File: src/rtl/spi_regif_if.sv
// Bundle of SPI pins and register-decoder signals shared by spi_regif and its host.
// slave is the SPI register interface side, master is the SPI host plus decoder side.
interface spi_regif_if;
  logic       ss;
  logic       sclk;
  logic       mosi;
  logic       miso;
  logic       spioe;
  logic [3:0] addr;
  logic [7:0] wrtdata;
  logic [7:0] rddata;
  logic       we;
  logic       rdt;

  modport slave (
    input  ss, sclk, mosi, rddata,
    output miso, spioe, addr, wrtdata, we, rdt
  );

  modport master (
    output ss, sclk, mosi, rddata,
    input  miso, spioe, addr, wrtdata, we, rdt
  );
endinterface

File: src/rtl/spi_regif.sv
// SPI mode-0 slave turning 16-bit frames {rw,3'b0,addr[3:0]} + data into register strobes.
// All SPI pins are oversampled in the clk domain through SYNCSTAGES-deep synchronizers.
//
//   state | meaning
//   IDLE  | waiting for a synchronized ss falling edge
//   CMD   | shifting in the command byte (sclk rises 1-8)
//   DATA  | shifting the data byte in, read data out (rises 9-16)
//   DONE  | frame complete, extra sclk edges ignored until ss rises
module spi_regif #(
  parameter int SYNCSTAGES = 2
) (
  input logic        clk,
  input logic        rstn,
  spi_regif_if.slave bus
);

  typedef enum logic [1:0] {
    IDLE = 2'd0,
    CMD  = 2'd1,
    DATA = 2'd2,
    DONE = 2'd3
  } state_t;

  state_t                state_q, state_d;
  logic [SYNCSTAGES-1:0] ss_sync_q;
  logic [SYNCSTAGES-1:0] sclk_sync_q;
  logic [SYNCSTAGES-1:0] mosi_sync_q;
  logic                  ss_d1_q;
  logic                  sclk_d1_q;
  logic [SYNCSTAGES:0]   flush_q;
  logic [3:0]            bitcnt_q, bitcnt_d;
  logic [6:0]            rx_q, rx_d;
  logic [7:0]            tx_q, tx_d;
  logic [3:0]            addr_q, addr_d;
  logic [7:0]            wrtdata_q, wrtdata_d;
  logic                  rw_q, rw_d;
  logic                  we_q, we_d;
  logic                  rdt_q, rdt_d;

  logic ss_s, sclk_s, mosi_s;
  logic ss_fall, ss_rise, sclk_rise, sclk_fall;

  assign ss_s   = ss_sync_q[SYNCSTAGES-1];
  assign sclk_s = sclk_sync_q[SYNCSTAGES-1];
  assign mosi_s = mosi_sync_q[SYNCSTAGES-1];

  // The synchronizers come out of reset at idle levels; a fall is only trusted once
  // the pipeline holds real samples, so ss already low at reset release is not a frame.
  assign ss_fall   = flush_q[SYNCSTAGES] & ss_d1_q & ~ss_s;
  assign ss_rise   = ~ss_d1_q & ss_s;
  assign sclk_rise = ~sclk_d1_q & sclk_s;
  assign sclk_fall = sclk_d1_q & ~sclk_s;

  always_ff @(posedge clk or negedge rstn) begin
    if (!rstn) begin
      ss_sync_q   <= '1;
      sclk_sync_q <= '0;
      mosi_sync_q <= '0;
      ss_d1_q     <= 1'b1;
      sclk_d1_q   <= 1'b0;
      flush_q     <= '0;
      state_q     <= IDLE;
      bitcnt_q    <= 4'd0;
      rx_q        <= 7'd0;
      tx_q        <= 8'd0;
      addr_q      <= 4'd0;
      wrtdata_q   <= 8'd0;
      rw_q        <= 1'b0;
      we_q        <= 1'b0;
      rdt_q       <= 1'b0;
    end else begin
      ss_sync_q   <= {ss_sync_q[SYNCSTAGES-2:0], bus.ss};
      sclk_sync_q <= {sclk_sync_q[SYNCSTAGES-2:0], bus.sclk};
      mosi_sync_q <= {mosi_sync_q[SYNCSTAGES-2:0], bus.mosi};
      ss_d1_q     <= ss_s;
      sclk_d1_q   <= sclk_s;
      flush_q     <= {flush_q[SYNCSTAGES-1:0], 1'b1};
      state_q     <= state_d;
      bitcnt_q    <= bitcnt_d;
      rx_q        <= rx_d;
      tx_q        <= tx_d;
      addr_q      <= addr_d;
      wrtdata_q   <= wrtdata_d;
      rw_q        <= rw_d;
      we_q        <= we_d;
      rdt_q       <= rdt_d;
    end
  end

  always_comb begin
    state_d   = state_q;
    bitcnt_d  = bitcnt_q;
    rx_d      = rx_q;
    tx_d      = tx_q;
    addr_d    = addr_q;
    wrtdata_d = wrtdata_q;
    rw_d      = rw_q;
    we_d      = 1'b0;
    rdt_d     = 1'b0;

    // Read data is captured the clk after rdt, before any clear-on-read side effect lands.
    if (rdt_q) begin
      tx_d = bus.rddata;
    end

    if (ss_rise) begin
      state_d = IDLE;
    end else begin
      case (state_q)
        IDLE: begin
          if (ss_fall) begin
            state_d  = CMD;
            bitcnt_d = 4'd0;
            tx_d     = 8'd0;
          end
        end
        CMD: begin
          if (sclk_rise) begin
            rx_d     = {rx_q[5:0], mosi_s};
            bitcnt_d = bitcnt_q + 4'd1;
            if (bitcnt_q == 4'd7) begin
              addr_d  = {rx_q[2:0], mosi_s};
              rw_d    = rx_q[6];
              rdt_d   = ~rx_q[6];
              state_d = DATA;
            end
          end
        end
        DATA: begin
          if (sclk_rise) begin
            rx_d     = {rx_q[5:0], mosi_s};
            bitcnt_d = bitcnt_q + 4'd1;
            if (bitcnt_q == 4'd15) begin
              state_d = DONE;
              if (rw_q) begin
                wrtdata_d = {rx_q, mosi_s};
                we_d      = 1'b1;
              end
            end
          // The fall right after the 8th rise must not shift: data bit 7 is still unsent.
          end else if (sclk_fall && (bitcnt_q != 4'd8)) begin
            tx_d = {tx_q[6:0], 1'b0};
          end
        end
        DONE: begin
          state_d = DONE;
        end
        default: begin
          state_d = IDLE;
        end
      endcase
    end
  end

  assign bus.miso    = (state_q == DATA) && !rw_q && tx_q[7];
  assign bus.spioe   = ~ss_s;
  assign bus.addr    = addr_q;
  assign bus.wrtdata = wrtdata_q;
  assign bus.we      = we_q;
  assign bus.rdt     = rdt_q;

endmodule

File: src/flat_wrapper.sv
// flat-port wrapper written by rule: the top's interface ports become plain ports
module spi_regif_flat 
#(
  parameter int SYNCSTAGES = 2
)
  (clk, rstn, bus_ss, bus_sclk, bus_mosi, bus_rddata, bus_miso, bus_spioe, bus_addr, bus_wrtdata, bus_we, bus_rdt);
  spi_regif_if bus_i ();
  input logic clk;
  input logic rstn;
  input wire logic [$bits(bus_i.ss)-1:0] bus_ss;
  input wire logic [$bits(bus_i.sclk)-1:0] bus_sclk;
  input wire logic [$bits(bus_i.mosi)-1:0] bus_mosi;
  input wire logic [$bits(bus_i.rddata)-1:0] bus_rddata;
  output wire logic [$bits(bus_i.miso)-1:0] bus_miso;
  output wire logic [$bits(bus_i.spioe)-1:0] bus_spioe;
  output wire logic [$bits(bus_i.addr)-1:0] bus_addr;
  output wire logic [$bits(bus_i.wrtdata)-1:0] bus_wrtdata;
  output wire logic [$bits(bus_i.we)-1:0] bus_we;
  output wire logic [$bits(bus_i.rdt)-1:0] bus_rdt;
  assign bus_i.ss = bus_ss;
  assign bus_i.sclk = bus_sclk;
  assign bus_i.mosi = bus_mosi;
  assign bus_i.rddata = bus_rddata;
  assign bus_miso = bus_i.miso;
  assign bus_spioe = bus_i.spioe;
  assign bus_addr = bus_i.addr;
  assign bus_wrtdata = bus_i.wrtdata;
  assign bus_we = bus_i.we;
  assign bus_rdt = bus_i.rdt;
  spi_regif #(.SYNCSTAGES(SYNCSTAGES)) u_core (.clk(clk), .rstn(rstn), .bus(bus_i));
endmodule
File: config.mk
export PLATFORM = sky130hd
export DESIGN_NAME = spi_regif_flat
export DESIGN_NICKNAME = d
export VERILOG_FILES = /design/src/rtl/spi_regif_if.sv /design/src/rtl/spi_regif.sv /design/src/flat_wrapper.sv
export SDC_FILE = /design/constraint.sdc
export NUM_CORES = 1
export LEC_CHECK = 0
export CORE_ASPECT_RATIO = 1.75
export CORE_MARGIN = 4
export CORE_UTILIZATION = 40
export DETAILED_ROUTE_END_ITERATION = 6
export GPL_ROUTABILITY_DRIVEN = 0
export GPL_TIMING_DRIVEN = 0
export PLACE_DENSITY = 0.68
export SKIP_LAST_GASP = 1
export SLEW_MARGIN = 20
export SYNTH_ARGS = -nofsm -noshare
export SYNTH_HDL_FRONTEND = slang
export SYNTH_SLANG_ARGS = --single-unit
File: constraint.sdc
create_clock -name clk -period 3.2 [get_ports clk]
set_clock_uncertainty 0.1 [all_clocks]
set_input_delay 0.32 -clock clk [delete_from_list [all_inputs] [get_ports clk]]
set_output_delay 0.32 -clock clk [all_outputs]
set_load 0.05 [all_outputs]
[Yosys cells after proc, flatten, opt, wreduce, memory -nomap -nowiden]
Index checks and enable logic that the tools add are counted.
Storage, ports and cells
  flip-flop bits (word level): 47
  input port bits: 13
  bits in writable memories: 0
  ROM bits: 0
  latch bits: 0
  memories kept: 0
  word-level logic and storage cells: 77
Operators by class
  $mul: 0
  equal/unequal tests: 13
  mux-type cells: 25
  div/mod/pow operators: 0
  magnitude comparators: 0
  reduce and logical (&&, ||, !) cells: 12
  add/subtract/negate cells: 1
  bitwise gates (word level): 11
  shift-type cells: 0
Operators with widths (number)
  8-bit two-way mux: 5
  8-bit case mux with 2 select lines: 1
  3-bit by 1-bit inequality test with 1-bit output, second input constant: 5
  2-bit two-way mux: 6
  5-bit AND reduction: 2
  1-bit two-way mux: 9
  4-bit two-way mux: 2
  2-bit case mux with 4 select lines: 1
  4-bit case mux with 2 select lines: 1
  4-bit AND reduction: 2
  1-bit inverter: 6
  1-bit bitwise AND: 5
  4-bit by 1-bit adder with 4-bit output, second input constant: 1
  2-bit equality test, second input constant: 2
  4-bit by 3-bit equality test with 1-bit output, second input constant: 1
  4-bit equality test, second input constant: 1
  2-bit by 1-bit inequality test with 1-bit output, second input constant: 2
  4-bit inequality test, second input constant: 1
  1-bit logical AND: 3
  3-bit AND reduction: 1
  2-bit by 1-bit equality test with 1-bit output, second input constant: 1
  2-bit logical NOT: 1
  2-bit nonzero test: 1
  2-bit OR reduction: 1
  1-bit logical NOT: 1

[Depth between registers and ports, before layout]
Gate-level depths: netlist of run 1.
  depth after elaboration: 7
  depth in mapped cells: 7
  gate-level depth less buffers: 6

[Least setup slack after synthesis of run 1]
Ideal clock, no wire load.
  kind: register to register
  from: register u_core.state_q[0]
  to: register u_core.rx_q[0]
  path buffers: 0
  clock period less this slack: 1831 ps
  arrival time: 1606 ps
  stages on the path, launching flop included: 5
  slack: 1369 ps
  cells stage by stage: dfrtp_1 > inv_1 > ha_1 > nor3b_2 > mux2_2
On the way
  word-level cells in the longest chain between the ends: 3
RTL lines
  start, declared: line spi_regif.sv:24  | state_t state_q, state_d;
  start signal, assigned: line spi_regif.sv:78  | state_q <= state_d;
  2-bit by 1-bit equality test with 1-bit output / 2-bit equality test (equally long branches): line spi_regif.sv:109  | case (state_q)
  2-bit OR reduction (no source line) *
  3-bit AND reduction (no source line) *
  end signal, assigned: line spi_regif.sv:80  | rx_q <= rx_d;
  end, declared: line spi_regif.sv:32  | logic [6:0] rx_q, rx_d;
Mark *: on every way between the ends. The rest lies on a longest branch, timed or not.
A chain may end at the register's enable or synchronous reset.

[Worst setup path after layout of run 1]
  from: register u_core.state_q[0]
  to: output port bus_miso
On the way
  word-level cells in the longest chain between the ends: 3
RTL lines
  2-bit equality test: line spi_regif.sv:155  | assign bus.miso = (state_q == DATA) && !rw_q && tx_q[7];
  1-bit logical AND (2 in a row): line spi_regif.sv:155
  end, declared: line flat_wrapper.sv:14  | output wire logic [$bits(bus_i.miso)-1:0] bus_miso;
No other way between the ends.

==> results of run 1 <==
## power by group
part           switching [mW]  internal, mW
combinational           0.214         0.186
clock                   0.191         0.177
sequential             0.0708         0.674
## final timing paths
path                                                from                                 to
setup / recovery           u_core.state_q[0]$_DFFE_PN0P_                           bus_miso
hold / removal               u_core.flush_q[0]$_DFF_PN0_        u_core.flush_q[1]$_DFF_PN0_
setup reg to reg           u_core.state_q[0]$_DFFE_PN0P_         u_core.rx_q[2]$_DFFE_PN0P_
hold reg to reg              u_core.flush_q[0]$_DFF_PN0_        u_core.flush_q[1]$_DFF_PN0_
max in group asynchronous                           rstn      u_core.ss_sync_q[1]$_DFF_PN1_
min in group asynchronous                           rstn  u_core.bus.wrtdata[2]$_DFFE_PN0P_
## cell type report
class                           instances  area [um^2]
Clock inverter                          1         8.76
Clock buffer                            7         86.3
Multi-Input combinational cell         99          846
Sequential cell                        47         1180
Buffer                                  3         12.5
Timing Repair Buffer                   30          313
Tap cell                               54         67.6
Inverter                                7         26.3
Fill cell                             461         2440
## cell usage in the layout, fill, tap and decap left out, types with 5 or more instances in the layout
cell,synthesis,final
clkdlybuf4s50_1,0,27
dfrtp_1,44,44
ha_1,8,8
nor2_1,5,5
o21ai_0,8,8
inv_1,7,7
nand2_1,13,13
mux2i_1,9,9
clkbuf_8,0,6
mux2_2,22,22
## state kept, by name, indices dropped and copies added, names as in the netlist
name / cells
u_core.bus.we: 1
u_core.rx_q: 7
u_core.bitcnt_q: 4
u_core.bus.wrtdata: 8
u_core.state_q: 2
u_core.mosi_sync_q: 2
u_core.bus.rdt: 1
u_core.sclk_d1_q: 1
u_core.ss_sync_q: 2
u_core.flush_q: 3
u_core.tx_q: 8
u_core.rw_q: 1
u_core.sclk_sync_q: 2
u_core.bus.addr: 4
u_core.ss_d1_q: 1
## layer usage
layer,vias up,share of wire
met3,5,0.042
met1,655,0.39
met5,-,0
met2,24,0.55
met4,0,0.013
li1,618,-
## per-stage QoR
| stage | instance area [um^2] | hold slack, ns | total power [mW] | std cells |
|---|---|---|---|---|
| after floorplan | 2060 | -0.0756 | 1.03 | 156 |
| after global placement | 2410 | 0.234 | 1.12 | 238 |
| after detailed placement | 2430 | 0.240 | 1.16 | 239 |
| after CTS | 2540 | 0.259 | 1.53 | 248 |
| after global routing | 2540 | 0.264 | 1.62 | 248 |
| final | 2540 | 0.255 | 1.51 | 248 |
## cell families (layout without fill, tap and decap cells)
family	Yosys count	in the layout	synth area share
AO/OA/AOI/OAI	18	18	0.0630
adder cells (fa/ha/maj)	8	8	0.0485
buffers and inverters	10	48	0.0188
flip-flops	47	47	0.572
multiplexers	31	31	0.164
other	1	1	0.00182
AND/OR/NAND/NOR	41	41	0.133
==> flow_metrics.tcl, run 1 <==
set metrics [dict create \
    worstHoldPathType "flop to flop" \
    drc 0 \
    cts-root-buf "clkbuf_8" \
    setup_violations 0 \
    cts.path.max_buffers 2 \
    cts_buffers 5 \
    initial_core_util 0.415 \
    met1_usage 0.137 \
    critical_path_class "flop to output port" \
    pin_count 29 \
    fin_crit_ns 2.59 \
    clk_latency_ns 0.30 \
    critPathLaunchType "flop" \
    portBuffers 28 \
    synth_area_leaders "dfrtp_1 53%, mux2_2 12%, ha_1 4.8%" \
    die_h_um 103 \
    grt_pass1_wl_um 6670 \
    drive_gt1_frac 0.242 \
    grt_max_degree 29 \
    critical_path.top_delay_family "buffers and inverters" \
    max-slew-margin-rel 0.572 \
    worst_pin_slew_ns 0.642 \
    ys_ff_latch 47 \
    powerDensity_nw_per_um2 595 \
    path_depth 4 \
    grtUsageMet2 0.235 \
    synth_top_cell_area_share 0.533 \
    grt_overflow 0 \
    worstSetupEndpointType "output port" \
    wl_um 3680 \
    postSynthAreaPerCell_um2 13.2 \
    post_cts_buffers 0 \
    peakVddDrop_uv 481 \
    synthArstFlopShare 1.00 \
    crit_required_ns 2.78 \
    core_area_um2 4980 \
    rsz0062_at_grt "no" \
    clkTransAtPathRegs_ns 0.08 \
    crit_arrival_ns 2.17 \
    holdPathStages 0 \
    p_leak_nw 1.15 \
    yosysWarnings 0 \
    critical_path_buf_inv_count 2 \
    track_usage 0.128 \
    worstPathCellList "inv_1, ha_1, and3b_1, clkdlybuf4s50_1" \
    final_nets 214 \
    use_met3 0.0414 \
    r2r_cells 4 \
    layout_setup_ws_ns 0.606 \
    ys_types 40 \
    drt-initial-drc-count 23 \
    slowest_delay_ns 0.80 \
    grt_antenna_before_repair 0 \
    yosys-top-cells-count "44 x dfrtp_1, 22 x mux2_2, 13 x nand2_1" \
    finalHoldViolCount 0 \
    netlist_instances 156 \
    viasPerCell 5.25 \
    htreeDepth 2 \
    drt_first_pass_iters 2 \
    cts_num_sinks 47 \
    post-route-util 0.510 \
    grt_busiest_layer "met2" \
    syn_area_um2 2060 \
    synth_flop_cell "dfrtp_1" \
    area_growth_pct 23.0 \
    diodes 0 \
    fmax_mhz 386 \
    synth_nets 177 \
    dp_hpwl_um 2790 \
    grt_pass1_vias 1464 \
    yosysMostFrequentCell "dfrtp_1" \
    cp_slowest_cell "clkdlybuf4s50_1" \
    period_share 0.811 \
    cts_hold_repair.buffers 1 \
    fp.dieArea_um2 6420 \
    die_x_um 62.3 \
    ant_nets 0 \
    cts-resized-gates 0 \
    via_count 1302 \
    synth_edf_count 0 \
    setup-tns-final_ns 0 \
    synth_top_area_cell "dfrtp_1" \
    reg2reg_slack_ns 1.04 \
    finalMaxSlewViolations 0 \
    cts_tree "done" \
    drv_cap 0 \
    status "completed" \
    post_drt_wl_per_cell_um 14.8 \
    dp_slack_ns 0.933 \
    rows 34 \
    worstPathMaxFanout 8 \
    synth_seq_area_share 0.572 \
]
(Power assumes the default switching activity.)
==> inputs of run 2 (changes only) <==
PLACE_DENSITY = 0.7   (was 0.68)
clock period = 2.2 ns   (was 3.2 ns; I/O delays follow)
==> run 2 against run 1 <==
  * Power rose by 43%
  * Sequential power rose by 45%
  * Clock power rose by 33%
  * First-iteration DRC count fell by 4.3%
  * Critical path depth did not move
  * Register-to-register slack got worse by 0.83 ns
==> flow_metrics.tcl, run 2 (synthesis gave the netlist of run 1 again) <==
set metrics [dict create \
    rr_startpoint "u_core.state_q[0]$_DFFE_PN0P_" \
    critical_path_class "flop to flop" \
    fin_cells 248 \
    period_share 0.904 \
    dp_hpwl_um 2550 \
    crit_required_ns 2.29 \
    p_total_mw 2.17 \
    clkTransAtPathRegs_ns 0.08 \
    cts.path.max_buffers 2 \
    viasPerCell 5.08 \
    p_seq_frac 0.500 \
    nFillCells 426 \
    drt_first_pass_iters 4 \
    grt_max_degree 28 \
    power.switching_mw 0.681 \
    p_sw_frac 0.314 \
    worstPathCellList "inv_1, ha_1, nor3b_4, mux2_2" \
    cts_buffers 5 \
    cts_tree "done" \
    fin_crit_ns 1.99 \
    powerDensity_nw_per_um2 853 \
    intPower_mw 1.49 \
    final_nets 214 \
    rows 34 \
    worstSetupEndpointType "flop" \
    post_drt_wl_per_cell_um 13.8 \
    peakVddDrop_uv 633 \
    critPathLaunchType "flop" \
    max-slew-margin-rel 0.578 \
    setup_violations 0 \
    drc 0 \
    ff_latch_area_um2 1180 \
    drive_gt1_frac 0.247 \
    portBuffers 28 \
    worst_pin_slew_ns 0.634 \
    via_count 1259 \
    drt-initial-drc-count 22 \
    holdWs_ns 0.229 \
    grt_antenna_before_repair 0 \
    cp_slowest_cell "ha_1" \
    finalHoldViolCount 0 \
    min_to "u_core.ss_sync_q[0]$_DFF_PN1_" \
    initial_core_util 0.415 \
    layout_common_cells "44 x dfrtp_1, 26 x clkdlybuf4s50_1, 22 x mux2_2, 13 x nand2_1, 9 x mux2i_1" \
    cts_num_sinks 47 \
    crit_arrival_ns 2.07 \
    worstPathMaxFanout 8 \
    holdPathStages 1 \
    status "completed" \
    post_cts_buffers 0 \
    core_area_um2 4980 \
    rsz0062_at_grt "yes" \
    drv_cap 0 \
    final_common_cell "dfrtp_1" \
    r2r_cells 4 \
    htreeDepth 2 \
    track_usage 0.116 \
    p_clk_frac 0.227 \
    ant_nets 0 \
    min_from "bus_ss" \
    p_leak_nw 1.15 \
    finalMaxSlewViolations 0 \
    multi_input_area_um2 860 \
    placed_cells 239 \
    die_h_um 103 \
    grt_pass1_vias 1371 \
    clk_latency_ns 0.29 \
    fmax_mhz 503 \
    worstHoldPathType "primary input to flop" \
    die_x_um 62.3 \
    slowest_delay_ns 0.44 \
    grt_overflow 0 \
    comb_power_share 0.273 \
    fp.dieArea_um2 6420 \
    diodes 0 \
    grt_pass1_wl_um 6060 \
    area_growth_pct 23.0 \
    reg2reg_slack_ns 0.21 \
    r2r-end "u_core.rx_q[2]$_DFFE_PN0P_" \
    wl_um 3430 \
    cts-root-buf "clkbuf_8" \
    pin_count 29 \
]
==> run 2: area by class of cell <==
class / instances / share of cell area
sequential: 47 / 0.465
multi-input combinational: 99 / 0.339
timing repair buffer: 30 / 0.121
clock buffer: 6 / 0.0286
tap: 54 / 0.0266
inverter: 7 / 0.0103
clock inverter: 2 / 0.00493
buffer: 3 / 0.00493
==> run 2: power by group through the flow <==
stage / clock (mW) / sequential, mW / combinational, mW
detailed placement: 0 / 1.10 / 0.577
CTS: 0.513 / 1.09 / 0.580
floorplan: 0 / 1.08 / 0.424
global placement: 0 / 1.10 / 0.555
global route: 0.552 / 1.11 / 0.664
finish: 0.491 / 1.08 / 0.592
==> run 2: worst max-delay path by stage <==
stage | from | to | cells past startpoint
floorplan | u_core.state_q[0]$_DFFE_PN0P_ | u_core.rx_q[0]$_DFFE_PN0P_ | 4
global placement | rstn | u_core.bitcnt_q[3]$_DFFE_PN0P_ | 1
detailed placement | u_core.state_q[0]$_DFFE_PN0P_ | bus_miso | 4
CTS | u_core.state_q[0]$_DFFE_PN0P_ | bus_miso | 4
global route | u_core.state_q[0]$_DFFE_PN0P_ | u_core.tx_q[7]$_DFF_PN0_ | 6
finish | u_core.state_q[0]$_DFFE_PN0P_ | u_core.rx_q[2]$_DFFE_PN0P_ | 4
==> run 2: per-layer routing <==
metal	track usage	up-vias	routed length (um)
met3	0.0273	6	118
met5	0	-	0
met2	0.199	24	1750
li1	-	623	-
met4	0.0490	0	66
met1	0.141	606	1500
==> run 2: repair_timing <==
item	in CTS	in global routing
pin swaps	0	0
resized for setup	2	3
endpoints found under the hold margin	26	0
setup endpoints to repair	1	15
hold buffers	1	0
==> run 2: stage by stage <==
stage	TNS [ns]	utilization	setup slack, ns	instance area [um^2]
global placement	-19.61	0.485	-0.448	2410
CTS	0	0.508	0.0205	2530
global route	-0.00215	0.510	-0.00215	2540
floorplan	0	-	0.369	2060
finish	0	0.510	0.212	2540
detailed placement	0	0.489	0.0545	2430
==> run 2: worst max-delay path, delay by kind of cell, from the launching register on <==
family                   cells  cell delay, ns
flip-flops                   1            0.41
adder cells (fa/ha/maj)      1            0.44
buffers and inverters        1            0.11
multiplexers                 1            0.38
AND/OR/NAND/NOR              1            0.44
